**config.mk**
```make
export PLATFORM = sky130hd
export DESIGN_NAME = gelu_activation
export DESIGN_NICKNAME = d
export VERILOG_FILES = /design/src/rtl/gmlp_pkg.sv /design/src/rtl/gelu_pwl_lane.sv /design/src/rtl/gelu_activation.sv
export SDC_FILE = /design/constraint.sdc
export NUM_CORES = 1
export LEC_CHECK = 0
export ABC_AREA = 1
export CAP_MARGIN = 0
export CORE_UTILIZATION = 34
export DETAILED_ROUTE_END_ITERATION = 10
export PLACE_DENSITY_LB_ADDON = 0.05
export SLEW_MARGIN = 20
export SYNTH_ARGS = -nofsm -noshare
export SYNTH_HDL_FRONTEND = slang
export SYNTH_SLANG_ARGS = --single-unit
```
**constraint.sdc**
```tcl
create_clock -name clk -period 8.3 [get_ports clk]
set_input_delay 0.83 -clock clk [delete_from_list [all_inputs] [get_ports clk]]
set_output_delay 0.83 -clock clk [all_outputs]
set_load 0.02 [all_outputs]
```
**src/rtl/gmlp_pkg.sv**
```systemverilog
// Shared fixed-point constants, FSM encoding and slice helper for the gMLP datapath.
package gmlp_pkg;

  localparam int unsigned DATA_WIDTH_DEF = 16;
  localparam int unsigned FRAC_BITS_DEF  = 8;

  localparam int unsigned ONE        = 1 << FRAC_BITS_DEF;
  localparam int unsigned HALF       = 1 << (FRAC_BITS_DEF - 1);
  localparam int unsigned GELU_LIMIT = 2 << FRAC_BITS_DEF;

  typedef enum logic [1:0] {
    ST_IDLE  = 2'd0,
    ST_ISSUE = 2'd1,
    ST_DRAIN = 2'd2
  } gelu_state_e;

  // LSB position of element idx in a flat vector of w-bit elements.
  function automatic int unsigned slice_lsb(input int unsigned idx, input int unsigned w);
    return idx * w;
  endfunction

endpackage

```
**src/rtl/gelu_pwl_lane.sv**
```systemverilog
// Two-stage hard-GELU lane: stage 1 clamps h = 0.5 + x/4, stage 2 (registered by the caller) is y = x*h scaled.
// GELU_ROUND_EN selects round-half-up instead of floor for the final shift.
module gelu_pwl_lane
  import gmlp_pkg::*;
#(
  parameter int unsigned DATA_WIDTH = DATA_WIDTH_DEF,
  parameter int unsigned FRAC_BITS  = FRAC_BITS_DEF,
  parameter int unsigned IDX_W      = 2
) (
  input  logic                         clk,
  input  logic                         rst,
  input  logic                         in_valid,
  input  logic [IDX_W-1:0]             in_idx,
  input  logic signed [DATA_WIDTH-1:0] in_x,
  output logic                         out_valid_c,
  output logic [IDX_W-1:0]             out_idx_c,
  output logic signed [DATA_WIDTH-1:0] out_y_c
);

  localparam int unsigned EXT_W  = DATA_WIDTH + 2;
  localparam int unsigned PROD_W = 2 * DATA_WIDTH;

  localparam logic signed [EXT_W-1:0]  ONE_E  = EXT_W'(1) << FRAC_BITS;
  localparam logic signed [EXT_W-1:0]  HALF_E = EXT_W'(1) << (FRAC_BITS - 1);
  localparam logic signed [PROD_W-1:0] RND    = PROD_W'(1) << (FRAC_BITS - 1);

  logic signed [EXT_W-1:0]      x_ext;
  logic signed [EXT_W-1:0]      h_sum;
  logic signed [EXT_W-1:0]      h_clamp;
  logic                         valid_q;
  logic [IDX_W-1:0]             idx_q;
  logic signed [DATA_WIDTH-1:0] x_q;
  logic signed [DATA_WIDTH-1:0] h_q;
  logic signed [PROD_W-1:0]     prod;
  logic signed [PROD_W-1:0]     prod_adj;

  // Slope term evaluated two bits wider so the offset add cannot wrap before clamping.
  always_comb begin
    x_ext = EXT_W'(in_x);
    h_sum = HALF_E + (x_ext >>> 2);
    if (h_sum < 0) begin
      h_clamp = '0;
    end else if (h_sum > ONE_E) begin
      h_clamp = ONE_E;
    end else begin
      h_clamp = h_sum;
    end
  end

  always_ff @(posedge clk) begin
    if (rst) begin
      valid_q <= 1'b0;
      idx_q   <= '0;
      x_q     <= '0;
      h_q     <= '0;
    end else begin
      valid_q <= in_valid;
      if (in_valid) begin
        idx_q <= in_idx;
        x_q   <= in_x;
        h_q   <= DATA_WIDTH'(h_clamp);
      end
    end
  end

  // |h| <= 1.0 keeps |y| <= |x|, so truncating to DATA_WIDTH never saturates.
  always_comb begin
    prod = PROD_W'(x_q) * PROD_W'(h_q);
`ifdef GELU_ROUND_EN
    prod_adj = prod + RND;
`else
    prod_adj = prod;
`endif
    out_y_c     = DATA_WIDTH'(prod_adj >>> FRAC_BITS);
    out_valid_c = valid_q;
    out_idx_c   = idx_q;
  end

endmodule

```
**src/rtl/gelu_activation.sv**
```systemverilog
// Elementwise hard-GELU stage after proj_in: one element per cycle, start/done handshake.
// Build option GELU_ROUND_EN (in gelu_pwl_lane) rounds the final shift half up.
module gelu_activation
  import gmlp_pkg::*;
#(
  parameter int unsigned DATA_WIDTH = DATA_WIDTH_DEF,
  parameter int unsigned FRAC_BITS  = FRAC_BITS_DEF,
  parameter int unsigned DIM        = 4
) (
  input  logic                      clk,
  input  logic                      rst,
  input  logic                      start,
  input  logic [DIM*DATA_WIDTH-1:0] in_vector,
  output logic [DIM*DATA_WIDTH-1:0] out_vector,
  output logic                      busy,
  output logic                      done
);

  localparam int unsigned IDX_W = (DIM > 1) ? $clog2(DIM) : 1;
  localparam int unsigned VEC_W = DIM * DATA_WIDTH;

  gelu_state_e             state;
  logic [VEC_W-1:0]        in_reg;
  logic [IDX_W-1:0]        index;
  logic                    issue_valid_c;
  logic [DATA_WIDTH-1:0]   issue_x_c;
  logic                    lane_valid_c;
  logic [IDX_W-1:0]        lane_idx_c;
  logic signed [DATA_WIDTH-1:0] lane_y_c;

  always_comb begin
    issue_valid_c = (state == ST_ISSUE);
    issue_x_c     = '0;
    for (int unsigned i = 0; i < DIM; i++) begin
      if (index == IDX_W'(i)) begin
        issue_x_c = in_reg[slice_lsb(i, DATA_WIDTH) +: DATA_WIDTH];
      end
    end
  end

  gelu_pwl_lane #(
    .DATA_WIDTH (DATA_WIDTH),
    .FRAC_BITS  (FRAC_BITS),
    .IDX_W      (IDX_W)
  ) u_lane (
    .clk         (clk),
    .rst         (rst),
    .in_valid    (issue_valid_c),
    .in_idx      (index),
    .in_x        (issue_x_c),
    .out_valid_c (lane_valid_c),
    .out_idx_c   (lane_idx_c),
    .out_y_c     (lane_y_c)
  );

  // Control FSM plus stage-2 write-back into out_vector.
  always_ff @(posedge clk) begin
    if (rst) begin
      state      <= ST_IDLE;
      in_reg     <= '0;
      index      <= '0;
      busy       <= 1'b0;
      done       <= 1'b0;
      out_vector <= '0;
    end else begin
      done <= 1'b0;
      for (int unsigned i = 0; i < DIM; i++) begin
        if (lane_valid_c && (lane_idx_c == IDX_W'(i))) begin
          out_vector[slice_lsb(i, DATA_WIDTH) +: DATA_WIDTH] <= lane_y_c;
        end
      end
      case (state)
        ST_IDLE: begin
          if (start) begin
            in_reg <= in_vector;
            index  <= '0;
            busy   <= 1'b1;
            state  <= ST_ISSUE;
          end
        end
        ST_ISSUE: begin
          index <= index + IDX_W'(1);
          if (index == IDX_W'(DIM - 1)) begin
            state <= ST_DRAIN;
          end
        end
        ST_DRAIN: begin
          done  <= 1'b1;
          busy  <= 1'b0;
          state <= ST_IDLE;
        end
        default: state <= ST_IDLE;
      endcase
    end
  end

endmodule

```
Word level (Yosys, flattened, before mapping)
Index checks and enable logic that the tools add are counted.
W data, S select, Z words.

word-level totals
  bits in registers = 169
  output and inout port bits = 66

cells by class
  add/subtract/negate cells = 2
  $mul = 1
  $lt $le $gt $ge = 2
  equality and inequality tests = 10
  multiplexer cells = 14
  reductions and logical operators = 13

operators with widths
  operator                 count
  $mux W16                 6
  $mul A16 B16 Y24         1
  $add A9 B14 Y15 const A  1
  $gt A15 B10 Y1 const B   1
  $lt A15 B1 Y1 const B    1
  $eq A2 B2 Y1 const B     5
  $pmux W2 S2              2
  $reduce_and A2 Y1        4
  $eq A2 B1 Y1 const B     3
  $logic_not A2 Y1         3
  $mux W2                  3
  $logic_and A1 B1 Y1      4
  $ne A2 B2 Y1 const B     2
  $reduce_bool A2 Y1       2
  $add A2 B1 Y2 const B    1
  $mux W1                  2
  $pmux W1 S2              1

Logic depth before layout (Yosys ltp)
Gate-level depths: netlist of the first run.

  depth in word-level cells = 9
  depth in mapped cells = 28
  depth with buffers taken out = 26

Modules after synthesis
A second synthesis of the first run with hierarchy kept.

unflattened totals
  cell total of the unflattened synthesis = 1966
  area, all modules = 14287.5 um^2

by module, submodules not included
  module           times used  cells each  area each (um^2)
  gelu_pwl_lane    1           1210        8717.1
  gelu_activation  1           756         5570.3

Worst setup path before layout of the first run
OpenSTA, ideal clock, no wires.

  path type = reg-to-reg
  start = register u_lane.h_q[7]
  end = register out_vector[15]
  setup time = 0.109 ns
  arrival time = 5.481 ns
  data required time = 8.191 ns
  slack = 2.710 ns
  stages on the path, launching flop included = 24
  path buffers = 2
  clock period less this slack = 5.590 ns
  cell sequence = dfxtp_1 > clkbuf_1 > buf_1 > nand2_1 > fa_1 > inv_1 > fa_1 > fa_1 > fa_1 > fa_1 > inv_1 > fa_1 > inv_1 > ha_1 > inv_1 > nor3_1 > nand2_1 > or2_2 > nand3_1 > inv_1 > nand2_1 > nand3_1 > nand2_1 > inv_1

on the way
  cells in the longest elaborated chain, start to end = 1

RTL lines
  what                           RTL line               text
  start, declared                gelu_pwl_lane.sv:33    logic signed [DATA_WIDTH-1:0] h_q;
  start signal, assigned         gelu_pwl_lane.sv:61    h_q <= DATA_WIDTH'(h_clamp);
  $mul A16 B16 Y24               gelu_pwl_lane.sv:68    prod = PROD_W'(x_q) * PROD_W'(h_q);
  end signal, assigned by index  gelu_activation.sv:69  out_vector[slice_lsb(i, DATA_WIDTH) +: DATA_WIDTH] <= lane_y_c;
  end, declared                  gelu_activation.sv:14  output logic [DIM*DATA_WIDTH-1:0] out_vector,

Every way passes these cells.
A chain may end at the register's enable or synchronous reset.

Worst setup path in the final report of the first run
  start = register u_lane.h_q[1]
  end = register out_vector[63]

Same word-level chain as after synthesis.

==> impl_metrics.toml, run 1 <==
[job]
drv_cap = 0

[floorplan]
fp-row-count = 74
die_w_um = 206
io_pins = 133
die-area_mm2 = 0.0426
chipHeight_um = 206
initial_core_util = 0.346
fp.coreArea_mm2 = 0.0410

[power]
p_switching_w = 0.000621
p_clk_frac = 0.383
ir_drop_mv = 0.139
seqPwrFrac = 0.447
intPower_w = 0.00140
switching_share = 0.307
power_density_mw_per_mm2 = 123
comb_power_share = 0.170
p_leak_nw = 8.35

[sta]
worstMarginPinSlew_ns = 0.895
period_needed_ns = 6.39
relSlewSlack = 0.403
period_share = 0.770
finalSetupTns_ns = 0
max_freq_mhz = 156
finClkSkew_ns = 0.0101
rsz0062_at_grt = "no"
finalSetupViolCount = 0
slew_violations = 0
worst_hold_slack_ns = 0.452
finalHoldViolCount = 0

[cts]
cts_resized = 0
clk_latency_ns = 0.45
cts_made_buffers = 17
clock_path_buffers = 2
tritoncts = "done"
hold_buffers = 0
cts_sinks = 167
clkTransAtPathRegs_ns = 0.07
cts-root-buf = "clkbuf_16"
post_cts_buffers = 0
htreeDepth = 4

[yosys]
synth_ff_type = "dfxtp_1"
synthesis.area_mm2 = 0.0142
yosysSeqAreaShare = 0.235
ys_types = 43
yosysTopAreaCellShare = 0.240
ys_top_cells_by_area = "fa_1 24%, dfxtp_1 24%, inv_1 12%"
synth_area_per_cell_um2 = 7.40
yosys_warnings = 0
syn_nets = 2222
yosys_register_bits = 167
synth_area_leader_cell = "fa_1"
synth_edf_count = 0
synthArstFlopShare = 0
synthCells = 1919

[worst_setup_path]
critPathMaxFanout = 16
cp-end-kind = "flip-flop"
worstPathCellList = "nand2_1 -> fa_1 -> inv_1 -> fa_1 -> inv_1 -> fa_1 -> fa_1 -> inv_1 -> fa_1 -> inv_1 -> fa_1 -> inv_1 -> ha_1 -> inv_1 -> nor3_1 -> nand2_1 -> or2_2 -> nand3_1 -> inv_1 -> nand2_1 -> nand3_1 -> nand2_1 -> inv_1"
cp_top_family = "adder cells"
cp_slowest_stage_delay_ns = 0.75
crit_path_start_kind = "flip-flop"
rr_endpoint = "out_vector[63]$_SDFFE_PP0P_"
worst_ep_arrival_time_ns = 6.75
cpMaxStageDelayCell = "dfxtp_1"
crit_buf_inv = 8
crit_type = "flip-flop to flip-flop"
cp_data_required_time_ns = 8.65
critPathMostFrequentCell = "inv_1"
r2r_slack_ns = 1.91
timing.rr.start = "u_lane.h_q[1]$_SDFFE_PP0P_"
ff2ff_path_depth = 23

[min_path]
hold_start = "in_reg[54]$_SDFFE_PP0P_"
hold_class = "flip-flop to flip-flop"
hold-path-cell-count = 2
holdPathEnd = "in_reg[54]$_SDFFE_PP0P_"

[global_routing]
grt_pass1_vias = 12303
grt_max_degree = 82
grt_usage = 0.215
grt_pass1_wl_um = 69400
grt-ovfl-total = 0
antenna_found_initial = 0

[detailed_routing]
first_iter_violations = 733
firstDrtPassIters = 5
drtAntennaViolNets = 0
vias = 11931
avgRoutedWirePerCell_um = 16.7
drc_errors = 0
vias_per_cell = 4.71
wl_um = 42300

[final_layout]
diodes = 0
fin_nets = 2290
area_delta_synth_final_pct = 16.1
fin_area_mm2 = 0.0165
drive_gt1_frac = 0.0355
fin_cells = 2531

[run_status]
outcome = "finished clean"

[place]
hpwl_um = 32600
place_inst = 2500
place.gp.congestion = 0.846
io_buffer_count = 132
place_area_mm2 = 0.0159
==> tightest hold or removal path, cell delays in order, from the launching register on <==
cell     delay, ns
dfxtp_1       0.30
inv_1         0.06
a21oi_1       0.05
==> layout by cell type, fill, tap and decap left out, types with 9 or more instances in the layout <==
cell / instances
a21oi_1: 71
buf_4: 15
clkbuf_16: 17
clkdlybuf4s50_1: 132
dfxtp_1: 167
fa_1: 170
ha_1: 66
inv_1: 453
nand2_1: 377
nand3_1: 107
nor2_1: 161
o211ai_1: 57
o21ai_0: 90
xor2_1: 9
==> routing by layer <==
| layer | vias up | wire length, µm | track usage |
|---|---|---|---|
| met5 | - | 0 | 0 |
| met4 | 0 | 541 | 0.0452 |
| met3 | 35 | 2040 | 0.0442 |
| met2 | 226 | 18000 | 0.318 |
| met1 | 5744 | 21700 | 0.318 |
| li1 | 5926 | - | - |
==> cells in the mapped netlist (2+ instances only) <==
cell type,n
o211ai_1,57
ha_1,66
nand2_1,377
nand3b_1,6
nor4_1,2
buf_2,5
dfxtp_1,167
clkbuf_1,85
a21o_1,8
buf_6,5
nor2_2,2
a21oi_1,71
nand2_2,3
a21oi_2,5
inv_1,454
xnor2_1,8
o21ai_1,3
inv_2,3
nand4_1,8
xor2_1,9
nor2_1,163
o21bai_1,5
a31oi_1,4
a21boi_2,2
o21a_1,6
a211oi_1,4
fa_1,170
o21ai_0,90
nand3_1,107
nor3_1,9
buf_4,3
==> how the worst max path moves through the flow <==
stage                          startpoint                           to  slack, ns  cells after the start
3_3_place_gp   u_lane.h_q[1]$_SDFFE_PP0P_  out_vector[63]$_SDFFE_PP0P_       1.93                     23
4_1_cts        u_lane.h_q[1]$_SDFFE_PP0P_  out_vector[63]$_SDFFE_PP0P_       1.89                     23
2_1_floorplan  u_lane.h_q[7]$_SDFFE_PP0P_  out_vector[15]$_SDFFE_PP0P_       2.71                     23
6_report       u_lane.h_q[1]$_SDFFE_PP0P_  out_vector[63]$_SDFFE_PP0P_       1.91                     23
5_1_grt        u_lane.h_q[1]$_SDFFE_PP0P_  out_vector[15]$_SDFFE_PP0P_       1.51                     23
3_5_place_dp   u_lane.h_q[1]$_SDFFE_PP0P_  out_vector[63]$_SDFFE_PP0P_       1.94                     23
==> through the flow <==
stage	utilization	setup WS, ns	power [W]
2_1_floorplan	-	2.71	0.00111
4_1_cts	0.402	1.89	0.00206
5_1_grt	0.402	1.51	0.00213
3_5_place_dp	0.389	1.94	0.00127
6_report	0.402	1.91	0.00202
3_3_place_gp	0.388	1.93	0.00127
==> cell type report <==
class,count,area (µm²)
Clock buffer,22,464
Clock inverter,9,96.3
Fill cell,4335,24500
Inverter,458,1720
Multi-Input combinational cell,1195,8740
Sequential cell,167,3340
Tap cell,532,666
Timing Repair Buffer,148,1460
==> power groups by stage <==
stage	registers [W]	logic (W)	clock network, W
floorplan	0.000896	0.000216	0
global placement	0.000921	0.000344	0
detailed placement	0.000922	0.000345	0
CTS	0.000904	0.000348	0.000803
global route	0.000911	0.000387	0.000834
finish	0.000905	0.000344	0.000776
==> kinds of logic after synthesis <==
| family | after synthesis | synth area share |
|---|---|---|
| and+or+nand+nor | 684 | 0.197 |
| buffers and inverters | 557 | 0.151 |
| AOI/OAI and AO/OA | 258 | 0.108 |
| adders and majority gates | 236 | 0.298 |
| DFF | 167 | 0.235 |
| xor gates and xnor gates | 17 | 0.0105 |
(Power assumes the default switching activity.)
==> run 2: changes to the inputs <==
==> constraint.sdc (replaced) <==
create_clock -name clk -period 5.99 [get_ports clk]
set_input_delay 0.599 -clock clk [delete_from_list [all_inputs] [get_ports clk]]
set_output_delay 0.599 -clock clk [all_outputs]
set_load 0.02 [all_outputs]
==> run 2 against run 1 <==
Against the previous run: fmax is 12% higher; critical path depth down 4; hold slack improved by 0.0070 ns; via count increased by 0.93%; critical path type unchanged; largest cell class unchanged.
==> impl_metrics.toml, run 2 (synthesis gave the netlist of run 1 again) <==
[worst_setup_path]
cp_data_required_time_ns = 6.37
crit_buf_inv = 5
worst_ep_arrival_time_ns = 6.11
worstPathCellList = "buf_4 -> nand2_1 -> fa_1 -> inv_1 -> fa_1 -> fa_1 -> fa_1 -> fa_1 -> inv_1 -> fa_1 -> inv_1 -> ha_1 -> a21o_1 -> o21bai_1 -> a211oi_2 -> nand4_1 -> nand3_1 -> o211ai_1 -> inv_1"
critPathMostFrequentCell = "fa_1"
cpMaxStageDelayCell = "fa_1"
crit_path_start_kind = "flip-flop"
ff2ff_path_depth = 19
cp_slowest_stage_delay_ns = 0.63
r2r_slack_ns = 0.26
timing.rr.start = "u_lane.x_q[7]$_SDFFE_PP0P_"
rr_endpoint = "out_vector[13]$_SDFFE_PP0P_"
cp-end-kind = "flip-flop"
cp_top_family = "adder cells"
critPathMaxFanout = 7
cp-startpoint = "u_lane.x_q[7]$_SDFFE_PP0P_"
crit_type = "flip-flop to flip-flop"

[final_layout]
fin_nets = 2343
area_delta_synth_final_pct = 19.7
fin_cells = 2584
drive_gt1_frac = 0.0741
final_cell_mix = "453 x inv_1, 376 x nand2_1, 169 x fa_1"
diodes = 0
layout_commonest_cell = "inv_1"
fill_cells = 4289
final_util = 0.415

[place]
hpwl_um = 33400
pre_cts_slack_ns = 0.00254
place_inst = 2552
io_buffer_count = 132
place.gp.congestion = 0.862

[floorplan]
initial_core_util = 0.346
chipHeight_um = 206
io_pins = 133
fp.coreArea_mm2 = 0.0410
die-area_mm2 = 0.0426
die_w_um = 206
fp-row-count = 74

[min_path]
holdPathEnd = "in_reg[46]$_SDFFE_PP0P_"
hold-path-cell-count = 2
hold_class = "flip-flop to flip-flop"
hold_start = "in_reg[46]$_SDFFE_PP0P_"

[detailed_routing]
drtAntennaViolNets = 0
wl_um = 42400
firstDrtPassIters = 5
vias_per_cell = 4.66
vias = 12042
first_iter_violations = 605
avgRoutedWirePerCell_um = 16.4
drc_errors = 0

[sta]
setup_ws_ns = 0.258
slew_violations = 0
period_share = 0.957
period_needed_ns = 5.73
relSlewSlack = 0.408
worstMarginPinSlew_ns = 0.888
finalSetupTns_ns = 0
finalHoldViolCount = 0
rsz0062_at_grt = "no"
finalSetupViolCount = 0
finClkSkew_ns = 0.0176
max_freq_mhz = 174

[global_routing]
grt_pass1_wl_um = 68700
grt_pass1_vias = 12213
grt_max_degree = 84
grt-ovfl-total = 0
grt_usage = 0.211
antenna_found_initial = 0

[cts]
tritoncts = "done"
cts_sinks = 167
cts_made_buffers = 17
cts-root-buf = "clkbuf_16"
htreeDepth = 4
clock_path_buffers = 2
clkTransAtPathRegs_ns = 0.07
hold_buffers = 0
clk_latency_ns = 0.45

[power]
power_density_mw_per_mm2 = 168
ir_drop_mv = 0.184
p_leak_nw = 8.67
total_power_w = 0.00286

[job]
drv_cap = 0

[run_status]
outcome = "finished clean"
## run 2: layout make-up
| type | instances | area, µm² | share of cell area |
|---|---|---|---|
| Tap cell | 532 | 666 | 0.0391 |
| Clock buffer | 19 | 453 | 0.0266 |
| Timing Repair Buffer | 201 | 1890 | 0.111 |
| Sequential cell | 167 | 3370 | 0.198 |
| Clock inverter | 12 | 115 | 0.00677 |
| Inverter | 458 | 1720 | 0.101 |
| Multi-Input combinational cell | 1195 | 8790 | 0.517 |
## run 2: metal layers
metal  wire length [µm]  track usage  part of all wire
met1              21700        0.319              0.51
met2              18000        0.310              0.42
met4                439       0.0423             0.010
met3               2250       0.0385             0.053
met5                  0            0                 0
## run 2: worst register-to-register path: stages (launching register included)
cell,delay (ns)
dfxtp_1,0.51
buf_4,0.21
nand2_1,0.07
fa_1,0.49
inv_1,0.05
fa_1,0.48
fa_1,0.63
fa_1,0.48
fa_1,0.50
inv_1,0.05
fa_1,0.48
inv_1,0.04
ha_1,0.35
a21o_1,0.22
o21bai_1,0.22
a211oi_2,0.28
nand4_1,0.26
nand3_1,0.16
o211ai_1,0.09
inv_1,0.10
## run 2: worst max path at each step
stage                                  end  slack (ns)  cells past startpoint
6_report       out_vector[13]$_SDFFE_PP0P_        0.26                     19
5_1_grt        out_vector[15]$_SDFFE_PP0P_       0.002                     25
4_1_cts        out_vector[13]$_SDFFE_PP0P_        0.01                     18
3_5_place_dp   out_vector[13]$_SDFFE_PP0P_       0.003                     18
3_3_place_gp   out_vector[13]$_SDFFE_PP0P_       -0.04                     18
2_1_floorplan  out_vector[15]$_SDFFE_PP0P_        0.40                     23
## run 2: per-stage QoR
step	area, µm²	hold WS (ns)
2_1_floorplan	14200	0.429
3_5_place_dp	16400	0.445
3_3_place_gp	16400	0.441
5_1_grt	17000	0.480
6_report	17000	0.459
4_1_cts	16900	0.455
## run 2: where the power goes
part,switching (W),internal (W)
registers,0.0000595,0.00117
logic,0.000326,0.000198
clock network,0.000505,0.000600
## run 2: repair_timing
item / 4_1_cts / 5_1_grt
endpoints found under the setup margin: 8 / 46
resized for setup: 3 / 28
pin swaps: 0 / 2
buffers inserted: 0 / 1
==> run 3: changes to the inputs <==
--- a/config.mk
+++ b/config.mk
@@ -13,4 +13,5 @@
 export SLEW_MARGIN = 20
 export SYNTH_ARGS = -nofsm -noshare
 export SYNTH_HDL_FRONTEND = slang
+export SYNTH_HIERARCHICAL = 1
 export SYNTH_SLANG_ARGS = --single-unit
==> run 3 against run 2 <==
Against the previous run: cell count grew 2.5%; count of clock-buffer cells in the layout is 2 lower; first-iteration DRC count up 22%; sequential share of layout area down 0.31 points; sequential cell count unchanged; die area up 0.55%; critical path depth increased by 5; synthesized area rose by 0.55%; utilization increased by 0.65 points; wire length increased by 1.7%.
==> impl_metrics.toml, run 3 <==
[detailed_routing]
firstDrtPassIters = 5
vias_per_cell = 4.65
vias = 12316
avgRoutedWirePerCell_um = 16.3
first_iter_violations = 736
drtAntennaViolNets = 0
drc_errors = 0
wl_um = 43100

[worst_setup_path]
crit_buf_inv = 8
timing.rr.start = "u_lane/h_q[2]$_SDFFE_PP0P_"
path_depth = 24
crit_path_start_kind = "flip-flop"
worstPathCellList = "buf_4 -> buf_4 -> nand2_1 -> fa_1 -> inv_1 -> fa_1 -> ha_1 -> fa_1 -> inv_1 -> fa_1 -> inv_1 -> fa_1 -> ha_1 -> a21oi_1 -> o21ai_0 -> nand2_1 -> nand2_1 -> inv_1 -> nand2_1 -> buf_4 -> xor2_1 -> buf_4 -> nand4_1 -> a21oi_1"
critPathMaxFanout = 10
crit_type = "flip-flop to flip-flop"
cp_top_family = "adder cells"
ff2ff_path_depth = 24
critPathMostFrequentCell = "fa_1"
cpMaxStageDelayCell = "fa_1"
worst_ep_arrival_time_ns = 6.08
cp_slowest_stage_delay_ns = 0.54
r2r_slack_ns = 0.30
rr_endpoint = "out_vector[23]$_SDFFE_PP0P_"
cp_data_required_time_ns = 6.38
cp-end-kind = "flip-flop"

[yosys]
synthArstFlopShare = 0
yosysTopAreaCellShare = 0.238
ys_top_cells_by_area = "fa_1 24%, dfxtp_1 23%, nand2_1 12%"
synth_area_leader_cell = "fa_1"
synthAdderAreaFrac = 0.296
yosysSeqAreaShare = 0.234
synth_ff_type = "dfxtp_1"
yosys_warnings = 6
syn_nets = 2269
synthCells = 1966
synthTopCellsByCount = "460 x nand2_1, 381 x inv_1, 294 x nor2_1, 170 x fa_1, 167 x dfxtp_1"
ys_types = 38
synthesis.area_mm2 = 0.0143
synth_compound_area_frac = 0.0853
synthSimpleGateAreaFrac = 0.245
synth_area_per_cell_um2 = 7.27
muxShareOfSynthArea = 0
synth_edf_count = 0
synth_most_common_cell = "nand2_1"
yosys_register_bits = 167
synth_top_family_by_area = "adder cells"
synth-xor-area-share = 0.00920

[cts]
cts_made_buffers = 17
hold_buffers = 0
cts_sinks = 167
clkTransAtPathRegs_ns = 0.07
htreeDepth = 4
cts-root-buf = "clkbuf_16"
clock_path_buffers = 2
tritoncts = "done"
clk_latency_ns = 0.46

[floorplan]
io_pins = 133
chipHeight_um = 207
fp-row-count = 74
die_w_um = 207
initial_core_util = 0.348
fp.coreArea_mm2 = 0.0411
die-area_mm2 = 0.0428

[min_path]
hold-path-cell-count = 2
hold_start = "out_vector[19]$_SDFFE_PP0P_"
holdPathEnd = "out_vector[19]$_SDFFE_PP0P_"
hold_class = "flip-flop to flip-flop"

[global_routing]
grt_usage = 0.214
antenna_found_initial = 0
grt-ovfl-total = 0
grt_max_degree = 67
grt_pass1_vias = 12567
grt_pass1_wl_um = 70000

[place]
place.gp.congestion = 0.867
io_buffer_count = 132
hpwl_um = 34300

[sta]
max_freq_mhz = 176
period_needed_ns = 5.69
finalHoldViolCount = 0
worstMarginPinSlew_ns = 0.972
period_share = 0.951
finClkSkew_ns = 0.0170
finalSetupViolCount = 0
relSlewSlack = 0.351
rsz0062_at_grt = "yes"
slew_violations = 0

[final_layout]
layout_commonest_cell = "nand2_1"
diodes = 0
final_util = 0.421
fin_nets = 2406
drive_gt1_frac = 0.0855
final_cell_mix = "456 x nand2_1, 381 x inv_1, 291 x nor2_1"
area_delta_synth_final_pct = 21.2
fill_cells = 4370

[power]
ir_drop_mv = 0.175
power_density_mw_per_mm2 = 161
p_leak_nw = 8.91
total_power_w = 0.00279

[run_status]
outcome = "finished clean"

[job]
drv_cap = 0
## run 3: per-layer routing
layer | track usage | vias to the layer above | part of all wire | routed length [µm]
li1 | - | 6133 | - | -
met1 | 0.313 | 5884 | 0.50 | 21500
met2 | 0.326 | 256 | 0.44 | 19000
met3 | 0.0349 | 43 | 0.045 | 1920
met4 | 0.0521 | 0 | 0.016 | 679
met5 | 0 | - | 0 | 0
## run 3: cell families (layout without fill, tap and decap cells)
logic type,Yosys count,count (layout)
adder cells (fa/ha/maj),236,236
XOR/XNOR,15,15
AND/OR/NAND/NOR,863,863
buffers and inverters,484,634
flip-flops,167,167
AO/OA/AOI/OAI,201,201
## run 3: worst max-delay path by stage
stage / startpoint / end
after floorplan: u_lane/h_q[2]$_SDFFE_PP0P_ / out_vector[10]$_SDFFE_PP0P_
after CTS: u_lane/h_q[3]$_SDFFE_PP0P_ / out_vector[10]$_SDFFE_PP0P_
after global routing: u_lane/h_q[5]$_SDFFE_PP0P_ / out_vector[29]$_SDFFE_PP0P_
final: u_lane/h_q[2]$_SDFFE_PP0P_ / out_vector[23]$_SDFFE_PP0P_
after detailed placement: u_lane/h_q[3]$_SDFFE_PP0P_ / out_vector[10]$_SDFFE_PP0P_
after global placement: u_lane/h_q[1]$_SDFFE_PP0P_ / out_vector[30]$_SDFFE_PP0P_
## run 3: report_power, final
part | switching, W | total, W | internal (W)
clock network | 0.000559 | 0.00116 | 0.000600
registers | 0.0000498 | 0.00121 | 0.00116
logic | 0.000253 | 0.000418 | 0.000165
total | 0.000862 | 0.00279 | 0.00193
## run 3: area by class of cell
type | count | area, µm² | area share
repair buffers | 216 | 1990 | 0.115
multi-input cells | 1315 | 9220 | 0.532
well taps | 532 | 666 | 0.0385
clock inverters | 15 | 184 | 0.0106
clock buffers | 17 | 425 | 0.0246
flip-flops and latches | 167 | 3380 | 0.195
inverters | 386 | 1450 | 0.0838
## run 3: worst reg2reg max path, delay by kind of cell (launching register included)
family                   cells  cell delay (ns)
AO/OA/AOI/OAI                3             0.55
XOR/XNOR                     1             0.19
adder cells (fa/ha/maj)      7             3.11
buffers and inverters        8             0.89
flip-flops                   1             0.49
AND/OR/NAND/NOR              5             0.42
## run 3: repair_timing
action	CTS	global route
endpoints found under the setup margin	12	45
pin swaps	0	2
hold endpoints to repair	0	0
buffers inserted	0	1
gates resized for setup	7	49
## run 3: through the flow
step	TNS (ns)	std cells	instance area, µm²	setup WS [ns]	hold slack, ns
after detailed placement	-0.265	2615	16500	-0.0601	0.456
final	0	2648	17300	0.296	0.463
after CTS	0	2647	17100	0.0258	0.467
after global placement	-0.341	2615	16500	-0.0711	0.452
after global routing	-0.00169	2648	17300	-0.00169	0.491
after floorplan	0	1966	14300	0.512	0.444
